### config.mk
export PLATFORM = sky130hd
export DESIGN_NAME = draw_scheduler
export DESIGN_NICKNAME = d
export VERILOG_FILES = /design/src/rtl/draw_scheduler.sv
export SDC_FILE = /design/constraint.sdc
export NUM_CORES = 1
export LEC_CHECK = 0
export ABC_AREA = 0
export BUFFER_PORTS_ARGS = -buffer_cell sky130_fd_sc_hd__buf_2
export CORE_MARGIN = 2
export CORE_UTILIZATION = 30
export CTS_CLUSTER_SIZE = 24
export DETAILED_ROUTE_END_ITERATION = 7
export GPL_TIMING_DRIVEN = 0
export PLACE_DENSITY = 0.63
export SETUP_SLACK_MARGIN = 0.3
export SYNTH_ARGS = -nofsm -noshare
export SYNTH_HDL_FRONTEND = slang
export SYNTH_SLANG_ARGS = --single-unit
### constraint.sdc
create_clock -name clk -period 2.6 [get_ports clk]
set_input_delay 0.52 -clock clk [delete_from_list [all_inputs] [get_ports clk]]
set_output_delay 0.52 -clock clk [all_outputs]
set_load 0.01 [all_outputs]
### src/rtl/draw_scheduler.sv
// Per-frame draw sequencer: launches each enabled layer engine in priority order and muxes its pixel port.
// Optional per-layer watchdog is built when DRAW_SCHED_WATCHDOG_EN is defined.
module draw_scheduler #(
  parameter int N_LAYERS  = 4,
  parameter int WD_CYCLES = 20000,
  localparam int LW = (N_LAYERS > 1) ? $clog2(N_LAYERS) : 1
) (
  input  logic                    clk,
  input  logic                    resetn,
  input  logic                    frame_tick,
  input  logic [N_LAYERS-1:0]     layer_mask,
  input  logic [9*N_LAYERS-1:0]   X_in,
  input  logic [8*N_LAYERS-1:0]   Y_in,
  input  logic [12*N_LAYERS-1:0]  Color_in,
  input  logic [N_LAYERS-1:0]     writeEn_in,
  input  logic [N_LAYERS-1:0]     done_in,
  output logic [N_LAYERS-1:0]     enable_draw,
  output logic [8:0]              X_out,
  output logic [7:0]              Y_out,
  output logic [11:0]             Color_out,
  output logic                    writeEn_out,
  output logic [LW-1:0]           cur_layer,
  output logic                    busy,
  output logic                    frame_done,
  output logic                    wd_err
);

  localparam int IW = $clog2(N_LAYERS + 1);

  typedef enum logic [2:0] {
    S_IDLE,
    S_SCAN,
    S_LAUNCH,
    S_WAIT,
    S_DONE
  } state_t;

  state_t                state_q, state_d;
  logic [IW-1:0]         idx_q, idx_d;
  logic [N_LAYERS-1:0]   mask_q, mask_d;
  logic                  pending_q, pending_d;
  logic [8:0]            x_q, x_d;
  logic [7:0]            y_q, y_d;
  logic [11:0]           c_q, c_d;
  logic                  we_q, we_d;

  logic [LW-1:0]         lidx;
  logic                  selMask, selWe, selDone;
  logic [8:0]            selX;
  logic [7:0]            selY;
  logic [11:0]           selC;
  logic                  wdHit;

  assign lidx = idx_q[LW-1:0];

  // Pick out the slice belonging to the layer currently being scheduled.
  always_comb begin
    selMask = 1'b0;
    selWe   = 1'b0;
    selDone = 1'b0;
    selX    = '0;
    selY    = '0;
    selC    = '0;
    for (int i = 0; i < N_LAYERS; i++) begin
      if (lidx == LW'(i)) begin
        selMask = mask_q[i];
        selWe   = writeEn_in[i];
        selDone = done_in[i];
        selX    = X_in[9*i +: 9];
        selY    = Y_in[8*i +: 8];
        selC    = Color_in[12*i +: 12];
      end
    end
  end

`ifdef DRAW_SCHED_WATCHDOG_EN
  localparam int WDW = (WD_CYCLES > 1) ? $clog2(WD_CYCLES) : 1;

  logic [WDW-1:0] wdCnt_q, wdCnt_d;
  logic           wdErr_q, wdErr_d;

  assign wdHit = (state_q == S_WAIT) && (wdCnt_q == WDW'(WD_CYCLES - 1));

  always_comb begin
    wdCnt_d = wdCnt_q;
    wdErr_d = wdErr_q | wdHit;
    if (state_q == S_LAUNCH) begin
      wdCnt_d = '0;
    end else if (state_q == S_WAIT) begin
      wdCnt_d = wdCnt_q + 1'b1;
    end
  end

  always_ff @(posedge clk or negedge resetn) begin
    if (!resetn) begin
      wdCnt_q <= '0;
      wdErr_q <= 1'b0;
    end else begin
      wdCnt_q <= wdCnt_d;
      wdErr_q <= wdErr_d;
    end
  end

  assign wd_err = wdErr_q;
`else
  assign wdHit  = 1'b0;
  assign wd_err = 1'b0;
`endif

  // Next-state logic; a tick arriving mid-frame is remembered once and replayed from IDLE.
  always_comb begin
    state_d   = state_q;
    idx_d     = idx_q;
    mask_d    = mask_q;
    pending_d = pending_q;
    x_d       = x_q;
    y_d       = y_q;
    c_d       = c_q;
    we_d      = 1'b0;
    if ((state_q != S_IDLE) && frame_tick) begin
      pending_d = 1'b1;
    end
    case (state_q)
      S_IDLE: begin
        if (frame_tick || pending_q) begin
          mask_d    = layer_mask;
          idx_d     = '0;
          pending_d = 1'b0;
          state_d   = S_SCAN;
        end
      end
      S_SCAN: begin
        if (idx_q == IW'(N_LAYERS)) begin
          state_d = S_DONE;
        end else if (selMask) begin
          state_d = S_LAUNCH;
        end else begin
          idx_d = idx_q + 1'b1;
        end
      end
      S_LAUNCH: state_d = S_WAIT;
      S_WAIT: begin
        x_d  = selX;
        y_d  = selY;
        c_d  = selC;
        we_d = selWe;
        if (selDone || wdHit) begin
          idx_d   = idx_q + 1'b1;
          state_d = S_SCAN;
        end
      end
      S_DONE:  state_d = S_IDLE;
      default: state_d = S_IDLE;
    endcase
  end

  always_ff @(posedge clk or negedge resetn) begin
    if (!resetn) begin
      state_q   <= S_IDLE;
      idx_q     <= '0;
      mask_q    <= '0;
      pending_q <= 1'b0;
      x_q       <= '0;
      y_q       <= '0;
      c_q       <= '0;
      we_q      <= 1'b0;
    end else begin
      state_q   <= state_d;
      idx_q     <= idx_d;
      mask_q    <= mask_d;
      pending_q <= pending_d;
      x_q       <= x_d;
      y_q       <= y_d;
      c_q       <= c_d;
      we_q      <= we_d;
    end
  end

  assign enable_draw = (state_q == S_LAUNCH) ? ({{(N_LAYERS-1){1'b0}}, 1'b1} << lidx) : '0;
  assign busy        = (state_q != S_IDLE);
  assign frame_done  = (state_q == S_DONE);
  assign cur_layer   = lidx;
  assign X_out       = x_q;
  assign Y_out       = y_q;
  assign Color_out   = c_q;
  assign writeEn_out = we_q;

endmodule
==> results.py <==
metrics = {
    "run_status": {
        "status": "finished clean",
    },
    "power": {
        "pwr_density_cell_mw_per_mm2": 1127,
        "p_leak_nw": 1.860,
        "ir_drop_uv": 367.8,
    },
    "routing": {
        "drt_iter0_drc": 88,
        "drt-total-wl_um": 9682,
        "vias": 3150,
        "ant_nets": 0,
        "wl_per_cell_um": 15.49,
        "post-route-drc-count": 0,
        "dr.pass1.iters": 4,
        "via_per_inst": 5.040,
    },
    "clock_network": {
        "clock_latency_ps": 290,
        "clock-sinks": 41,
        "clock-root-buffer": "clkbuf_8",
        "postCtsHoldBufs": 0,
        "cts_buffer_depth": 2,
        "cts_tree": "built",
        "cts.clk_slew.worst_paths_ps": 70,
        "cts_made_buffers": 5,
        "htreeDepth": 2,
        "post_cts_buffers": 0,
    },
    "grt": {
        "grt_start_max_net_pins": 42,
        "grt_pass1_wl_um": 15400,
        "grtUsageTotal": 0.1940,
        "first_global_vias": 3102,
        "grt-ovfl-total": 0,
        "antenna_found_initial": 0,
    },
    "synthesis": {
        "ys_seq_area_frac": 0.3763,
        "synthFlopType": "dfrtp_1",
        "syn_avg_cell_area_um2": 7.949,
        "yosysUniqueCellTypes": 36,
        "ys_top_cells_by_count": "63 x nand2_1, 41 x dfrtp_1, 39 x nor2_1",
        "yosysTopAreaCellShare": 0.3763,
        "synth_fp_nets": 478,
        "synth_area_mm2": 0.002726,
        "synth_top_cell_by_area": "dfrtp_1",
        "yosysWarnings": 0,
        "yosysMostFrequentCell": "nand2_1",
        "syn-instance-count": 343,
        "synth_edf_count": 0,
        "synthTopCellsByArea": "dfrtp_1 38%, a311oi_1 9.3%, nand2_1 8.7%",
        "ys_seq_elements": 41,
        "async_reset_ff_frac": 1.000,
    },
    "sta": {
        "period_needed_ps": 2280,
        "finClkSkew_ps": 2.856,
        "finalCritPeriodShare": 0.8769,
        "setup_violations": 0,
        "drv_slew": 0,
        "rsz0062_at_grt": "true",
        "hold_viol_final": 0,
        "layout_setup_ws_ps": 320.0,
        "final.setup.tns_ps": 0,
        "relSlewSlack": 0.3832,
        "worst_slew_pin_slew_ps": 925.3,
        "fmax_ghz": 0.4386,
    },
    "placed_design": {
        "port-buffer-count": 168,
        "place_ws_ps": 262.5,
        "place_congestion": 0.8121,
        "placed_cells": 619,
        "hpwl_um": 7369,
        "dpl_cell_area_mm2": 0.003702,
    },
    "run": {
        "maxCapViolCount": 0,
    },
    "setup_path": {
        "crit_required_ps": 2080,
        "startpoint_type": "register",
        "cp.arrival_ps": 1760,
        "critical_path_class": "register to output port",
        "crit_fanout": 10,
        "ff2ff_path_depth": 8,
        "cp-end-kind": "output port",
    },
    "floorplanning": {
        "start_util": 0.3111,
        "die_w_um": 99.33,
        "num_rows": 34,
        "core_area_mm2": 0.008763,
        "die_h_um": 99.33,
        "dieArea_mm2": 0.009866,
        "io_pins": 170,
    },
    "cells_and_area": {
        "finalNetCount": 653,
        "area_growth_pct": 39.19,
        "multi_input_area_mm2": 0.001528,
        "diodes": 0,
        "drive_gt1_frac": 0.3946,
        "ff_latch_area_mm2": 0.001026,
        "post-route-cell-area_mm2": 0.003795,
        "fillers": 953,
        "final_cells": 625,
    },
    "worst_hold_path": {
        "hold_path.class": "primary input to async pin",
    },
}
-- flip-flops by register name (all words and copies together), names as in the netlist --
| register | flops |
|---|---|
| state_q | 3 |
| X_out | 9 |
| mask_q | 4 |
| Y_out | 8 |
| pending_q | 1 |
| idx_q | 3 |
| Color_out | 12 |
| writeEn_out | 1 |
-- power breakdown --
group          leakage [nW]  internal, mW  total [mW]  switching [mW]
Combinational          1.31          1.14        2.79            1.65
Sequential            0.514         0.932        1.10           0.168
Clock                0.0399         0.177       0.386           0.209
-- layer usage --
metal,global-route usage,up-vias,routed length (um)
met5,0,-,0
met4,0.02107,0,39
met2,0.3430,123,4833
met1,0.2560,1459,4161
met3,0.03514,5,648
li1,-,1563,-
-- placed cells by master, fill, tap and decap left out, types with 2 or more instances in the layout --
| cell | instances |
|---|---|
| nand2_1 | 63 |
| nor2b_1 | 5 |
| clkbuf_8 | 5 |
| ha_1 | 3 |
| inv_1 | 4 |
| nand2b_1 | 2 |
| buf_2 | 172 |
| a211oi_1 | 2 |
| mux2_2 | 5 |
| nor2_1 | 39 |
| clkbuf_1 | 18 |
| nor3b_1 | 2 |
| clkbuf_2 | 5 |
| dfrtp_1 | 41 |
| nor3_1 | 3 |
| buf_6 | 2 |
| and3_1 | 4 |
| nand3b_1 | 30 |
| a21oi_1 | 31 |
| a311oi_1 | 29 |
| o21ai_0 | 30 |
| buf_4 | 4 |
-- kinds of logic after synthesis --
group / share of synthesized area
compound gates: 0.2368
mux: 0.02432
flops: 0.3763
simple gates: 0.2786
fa+ha+maj: 0.01836
other cells: 0.001375
buf+inv: 0.06425
-- layout make-up --
cell class	instances	share of cell area
tap	108	0.03561
buffer	34	0.04550
inverter	5	0.004946
timing repair buffer	168	0.2216
sequential	41	0.2704
clock buffer	5	0.01813
clock inverter	1	0.001319
multi-input combinational	263	0.4026
-- critical path, stage by stage (launching register included) --
cell and delay [ps]:
dfrtp_1 440, inv_1 110, ha_1 140, buf_2 240
buf_4 240, and3_1 170, buf_2 120
-- stage by stage --
| step | utilization | hold slack (ps) | power (mW) |
|---|---|---|---|
| 6_report | 0.4330 | 362.2 | 4.278 |
| 5_1_grt | 0.4330 | 422.6 | 4.688 |
| 4_1_cts | 0.4315 | 400.0 | 4.316 |
| 3_5_place_dp | 0.4225 | 466.1 | 3.913 |
| 3_3_place_gp | 0.4225 | 460.1 | 3.830 |
| 2_1_floorplan | - | 224.4 | 2.949 |
-- timing repair --
action | CTS | global route
gates resized for setup | 4 | 16
endpoints found under the setup margin | 4 | 24
pin swaps | 0 | 0
-- worst paths after layout --
path / from / end / slack (ps)
min in group clk: layer_mask[1] / mask_q[1]$_DFFE_PN0P_ / 470
worst max-delay path: idx_q[0]$_DFFE_PN0P_ / enable_draw[0] / 320
worst min-delay path: resetn / Color_out[9]$_DFFE_PN0P_ / 360
worst min register to register: Color_out[9]$_DFFE_PN0P_ / Color_out[9]$_DFFE_PN0P_ / 480
worst max register to register: idx_q[0]$_DFFE_PN0P_ / idx_q[0]$_DFFE_PN0P_ / 410
max in group asynchronous: resetn / Color_out[10]$_DFFE_PN0P_ / 1650
(Power assumes the default switching activity.)
